`src/rtl/alu_rr_scheduler.sv`:
```
// Round-robin scheduler sharing one 8-bit ALU between NUM_REQ requesters.
// One op in flight at a time; responses carry the owning requester's ID.
module alu_rr_scheduler #(
    parameter int NUM_REQ = 4,
    parameter int DATA_W  = 8
) (
    input  logic                       clk,
    input  logic                       rst_n,
    input  logic [NUM_REQ-1:0]         req_valid,
    output logic [NUM_REQ-1:0]         req_ready,
    input  logic [NUM_REQ*DATA_W-1:0]  req_op_a,
    input  logic [NUM_REQ*DATA_W-1:0]  req_op_b,
    input  logic [NUM_REQ*3-1:0]       req_alu_op,
    output logic                       rsp_valid,
    input  logic                       rsp_ready,
    output logic [$clog2(NUM_REQ)-1:0] rsp_id,
    output logic [DATA_W-1:0]          rsp_result,
    output logic                       rsp_err,
    output logic                       busy
);
    localparam int ID_W = $clog2(NUM_REQ);

    typedef enum logic [1:0] {
        IDLE = 2'd0,
        EXEC = 2'd1,
        RESP = 2'd2
    } state_t;

    state_t              state_q, state_d;
    logic [ID_W-1:0]     rr_ptr_q, rr_ptr_d;
    logic [ID_W-1:0]     rsp_id_q, rsp_id_d;
    logic [DATA_W-1:0]   rsp_result_q, rsp_result_d;
    logic                rsp_err_q, rsp_err_d;

    logic [DATA_W-1:0]   cap_a_q, cap_b_q;
    logic [2:0]          cap_op_q;
    logic [ID_W-1:0]     cap_id_q;

    logic [ID_W-1:0]     winner;
    logic                any_valid;
    logic [ID_W:0]       cand;
    logic [ID_W:0]       ptr_inc;
    logic [ID_W-1:0]     nxt_ptr;
    logic                grant;
    logic [DATA_W-1:0]   sel_a, sel_b;
    logic [2:0]          sel_op;

    // Returns {err, result}; illegal codes give a zero result with err set.
    function automatic logic [DATA_W:0] alu_eval(input logic [2:0] op,
                                                 input logic [DATA_W-1:0] a,
                                                 input logic [DATA_W-1:0] b);
        logic [DATA_W-1:0] r;
        logic              err;
        r   = '0;
        err = 1'b0;
        case (op)
            3'b000:  r = a + b;
            3'b001:  r = a - b;
            3'b010:  r = a & b;
            3'b011:  r = a | b;
            3'b100:  r = a ^ b;
            3'b101:  r = ~a;
            default: err = 1'b1;
        endcase
        return {err, r};
    endfunction

    // Search starts at rr_ptr and wraps; first valid requester wins.
    always_comb begin
        winner    = '0;
        any_valid = 1'b0;
        cand      = '0;
        for (int k = 0; k < NUM_REQ; k++) begin
            cand = {1'b0, rr_ptr_q} + (ID_W+1)'(k);
            if (cand >= (ID_W+1)'(NUM_REQ)) begin
                cand = cand - (ID_W+1)'(NUM_REQ);
            end
            if (!any_valid && req_valid[cand[ID_W-1:0]]) begin
                any_valid = 1'b1;
                winner    = cand[ID_W-1:0];
            end
        end
    end

    always_comb begin
        sel_a  = '0;
        sel_b  = '0;
        sel_op = '0;
        for (int i = 0; i < NUM_REQ; i++) begin
            if (winner == ID_W'(i)) begin
                sel_a  = req_op_a[i*DATA_W +: DATA_W];
                sel_b  = req_op_b[i*DATA_W +: DATA_W];
                sel_op = req_alu_op[i*3 +: 3];
            end
        end
    end

    assign grant   = (state_q == IDLE) && any_valid;
    assign ptr_inc = {1'b0, winner} + (ID_W+1)'(1);
    assign nxt_ptr = (ptr_inc == (ID_W+1)'(NUM_REQ)) ? '0 : ptr_inc[ID_W-1:0];

    // Gated by rst_n so the grant vector is quiet while reset is asserted.
    always_comb begin
        req_ready = '0;
        if (grant && rst_n) begin
            req_ready[winner] = 1'b1;
        end
    end

    always_comb begin
        state_d      = state_q;
        rr_ptr_d     = rr_ptr_q;
        rsp_id_d     = rsp_id_q;
        rsp_result_d = rsp_result_q;
        rsp_err_d    = rsp_err_q;
        case (state_q)
            IDLE: begin
                if (any_valid) begin
                    state_d  = EXEC;
                    rr_ptr_d = nxt_ptr;
                end
            end
            EXEC: begin
                {rsp_err_d, rsp_result_d} = alu_eval(cap_op_q, cap_a_q, cap_b_q);
                rsp_id_d = cap_id_q;
                state_d  = RESP;
            end
            RESP: begin
                if (rsp_ready) begin
                    state_d = IDLE;
                end
            end
            default: state_d = IDLE;
        endcase
    end

    always_ff @(posedge clk or negedge rst_n) begin
        if (!rst_n) begin
            state_q      <= IDLE;
            rr_ptr_q     <= '0;
            rsp_id_q     <= '0;
            rsp_result_q <= '0;
            rsp_err_q    <= 1'b0;
        end else begin
            state_q      <= state_d;
            rr_ptr_q     <= rr_ptr_d;
            rsp_id_q     <= rsp_id_d;
            rsp_result_q <= rsp_result_d;
            rsp_err_q    <= rsp_err_d;
        end
    end

    // Operand capture needs no reset: it is only consumed after a grant loads it.
    always_ff @(posedge clk) begin
        if (grant) begin
            cap_a_q  <= sel_a;
            cap_b_q  <= sel_b;
            cap_op_q <= sel_op;
            cap_id_q <= winner;
        end
    end

    assign rsp_valid  = (state_q == RESP);
    assign busy       = (state_q != IDLE);
    assign rsp_id     = rsp_id_q;
    assign rsp_result = rsp_result_q;
    assign rsp_err    = rsp_err_q;

endmodule
```
`config.mk`:
```
export PLATFORM = sky130hd
export DESIGN_NAME = alu_rr_scheduler
export DESIGN_NICKNAME = d
export VERILOG_FILES = /design/src/rtl/alu_rr_scheduler.sv
export SDC_FILE = /design/constraint.sdc
export NUM_CORES = 1
export LEC_CHECK = 0
export ABC_AREA = 1
export CORE_ASPECT_RATIO = 1.4
export CORE_UTILIZATION = 51
export DETAILED_ROUTE_END_ITERATION = 16
export PLACE_DENSITY = 0.93
export SYNTH_ARGS = -nofsm -noshare
export SYNTH_HDL_FRONTEND = slang
export SYNTH_SLANG_ARGS = --single-unit
export TNS_END_PERCENT = 1
```
`constraint.sdc`:
```
create_clock -name clk -period 5.8 [get_ports clk]
set_input_delay 1.16 -clock clk [delete_from_list [all_inputs] [get_ports clk]]
set_output_delay 1.16 -clock clk [all_outputs]
set_load 0.02 [all_outputs]
```
==> reports/qor.txt <==
Fmax - 0.192 GHz
Die Area - 6390 um2
RSZ-0062 raised after global routing - false
Syn Area/Cell - 6.92 um2
Ports - 100
Period utilisation layout - 89.8%
Synth warn - 0
Grt total ovfl - 0
Chip width - 67.9 um
Reg2Reg Depth - 16
Vias - 3,253
R2r setup slk - 2.31 ns
Max_slew headroom - 52.2%
Final WL - 7990 um
Status - finished clean
Largest net degree at the start of global routing - 39
Num CTS Buffers - 5
Area leader, netlist - edfxtp_1
# fillers - 452
Hold Startpoint - cap_id_q[1]$_DFFE_PP_
Final setup viols - 0
Post-CTS setup buffers - 0
Fraction of registers with async set/reset - 41.7%
Fin Setup TNS - 0 ns
DR WL/cell - 13.0 um
Initial Util - 52.8%
Mapped Cells - 448
Worst-margin pin slew - 0.716 ns
Area Growth Syn to Fin - 36.8%
First-pass GRT wire length - 13,300 um
Synthesized area - 3100 um2
CTS tree - done
Number of gates resized after CTS - 0
CP Max Fanout - 20
Routability cong. - 0.946
Longest Clk Path Bufs - 2
Hold Buf Count CTS - 0
R2R Path End - cap_op_q[0]$_DFFE_PP_
Final #Nets - 654
Final hold violations - 0
Hold Path Class - register to register
Drt first pass iters - 4
Number of port buffers - 99
Remaining antenna violation count - 0
Data arrival, critical path - 4.05 ns
DRC violations left - 0
Worst hold endpoint - rsp_id[1]$_DFFE_PN0N_
Total Routing Usage GR - 27.2%
Die height - 94.2 um
Initial DRC count - 176
Number of core rows - 33
Crit start category - input port
CP Class - input port to primary output
Final Skew - 0.0110 ns
# diodes - 0
Vias per cell - 5.31
Placed cell count - 605
Critical register-to-register path startpoint - rr_ptr_q[0]$_DFFE_PN0P_
Storage element area - 1010 um2
Hold Crit Depth - 2
Layout cells sized above 1 - 3.68%
Crit end category - primary output
Clock slew at reported path FFs - 0.07 ns
Primary FF master, synth - edfxtp_1
Clk_lat worst skew - 0.29 ns
Final min period - 5.21 ns
Core area - 5860 um2
Max-cap viol count - 0
WP data required - 4.64 ns
Post-synth EDFFs - 21
Slew Limit Fails - 0
Multi-input logic area - 1800 um2
Synthesized net count - 560
Synth area leaders - edfxtp_1 (20%), nand2_1 (19%), dfrtp_1 (12%), ha_1 (11%), o21ai_0 (8.6%)
Sink Count - 36
Filler-free cell count of the finished design - 613
Yosys top cell area share - 20.4%
Post-DP HPWL - 6440 um
Initial antenna violation count - 0
#FFs+latches synth - 36
# H-tree levels - 2
CTS root buffer - clkbuf_8
Sequential cell area fraction in the yosys report - 32.5%
Count of cell types in the netlist - 33
Vias in the first global route - 3,097
-- cells in the final DEF, fill, tap and decap left out --
master           instances
inv_4                    1
nor2_2                   1
dfrtp_1                 15
nand3_2                  1
o21ai_2                  1
edfxtp_1                21
o31ai_1                  1
xor2_1                   6
xnor2_2                  1
inv_2                    1
nor3_1                   6
ha_1                    28
a31oi_1                  1
or2_2                    2
nand2_1                153
clkinv_2                 1
clkbuf_8                 5
o22ai_1                  4
a32oi_1                  1
nand2_4                  1
nand3_1                 22
a21oi_4                  1
clkdlybuf4s50_1         99
o2111ai_1                3
fa_1                     1
a211oi_1                 1
a22oi_1                  1
nor2_1                  18
o21bai_1                 1
o21ai_0                 53
clkbuf_16                1
xnor2_1                  1
buf_4                    3
a21oi_1                 26
nand4_1                  2
inv_1                   59
-- flip-flops by register name, indices dropped and copies added, names as in the netlist --
register	cells
rsp_id	2
state_q	2
rsp_err	1
cap_b_q	8
cap_op_q	3
cap_id_q	2
rsp_result	8
rr_ptr_q	2
cap_a_q	8
-- cells by family (layout without fill, tap and decap cells) --
group | Yosys count | after routing | share of synthesized area (%)
and+or+nand+nor | 206 | 206 | 26.9
buffers and inverters | 75 | 170 | 9.45
DFF | 36 | 36 | 32.5
AOI/OAI and AO/OA | 94 | 94 | 16.7
xor gates and xnor gates | 8 | 8 | 2.50
adders and majority gates | 29 | 29 | 12.0
-- worst max-delay path by stage --
stage	start	end	depth (start not counted)
floorplan	req_valid[2]	req_ready[1]	12
global placement	req_valid[2]	req_ready[2]	14
detailed placement	req_valid[2]	req_ready[2]	14
CTS	req_valid[2]	req_ready[2]	14
global route	req_valid[2]	req_ready[2]	14
finish	req_valid[2]	req_ready[2]	14
-- per-layer routing --
| metal | vias up | wire length (um) | track usage, % |
|---|---|---|---|
| met5 | - | 0 | 0 |
| met4 | 0 | 146 | 9.20 |
| li1 | 1644 | - | - |
| met3 | 12 | 370 | 4.61 |
| met1 | 1479 | 3070 | 31.1 |
| met2 | 118 | 4410 | 49.4 |
-- cells in the mapped netlist, types with 2 or more instances --
library cell / number
nor3_1: 6
o22ai_1: 4
nor2_1: 18
o21ai_0: 53
nand3_1: 22
buf_2: 3
or2_2: 2
ha_1: 28
nand4_1: 2
xor2_1: 6
clkbuf_1: 11
o2111ai_1: 3
edfxtp_1: 21
nand2_1: 153
dfrtp_1: 15
a21oi_1: 26
inv_1: 59
-- worst max-delay path, stage by stage --
cell	delay (ns)
clkdlybuf4s50_1	0.47
inv_1	0.04
o21ai_0	0.30
nand2_1	0.14
nand2_1	0.16
a21oi_4	0.06
nand3_1	0.10
nand3_1	0.12
nand2_1	0.14
inv_1	0.10
ha_1	0.20
inv_1	0.38
nor3_1	0.12
clkdlybuf4s50_1	0.56
-- stage by stage --
stage / util (%) / area (um2) / setup slack [ns] / hold WS [ns]
global placement: 70.5 / 4130 / 0.873 / 0.424
detailed placement: 70.5 / 4130 / 0.666 / 0.449
CTS: 72.3 / 4240 / 0.673 / 0.465
floorplan: - / 3100 / 1.60 / 0.418
finish: 72.3 / 4240 / 0.590 / 0.462
global route: 72.3 / 4240 / 0.388 / 0.484
-- area by class of cell --
class / count / area share [%]
Multi-Input combinational cell: 337 / 42.5
Clock buffer: 6 / 2.22
Clock inverter: 2 / 0.266
Timing Repair Buffer: 102 / 23.9
Tap cell: 70 / 2.07
Sequential cell: 36 / 23.7
Inverter: 60 / 5.32
Power is not shown: default switching activity piles up to over one toggle a cycle in this logic, so the estimate is an artifact.
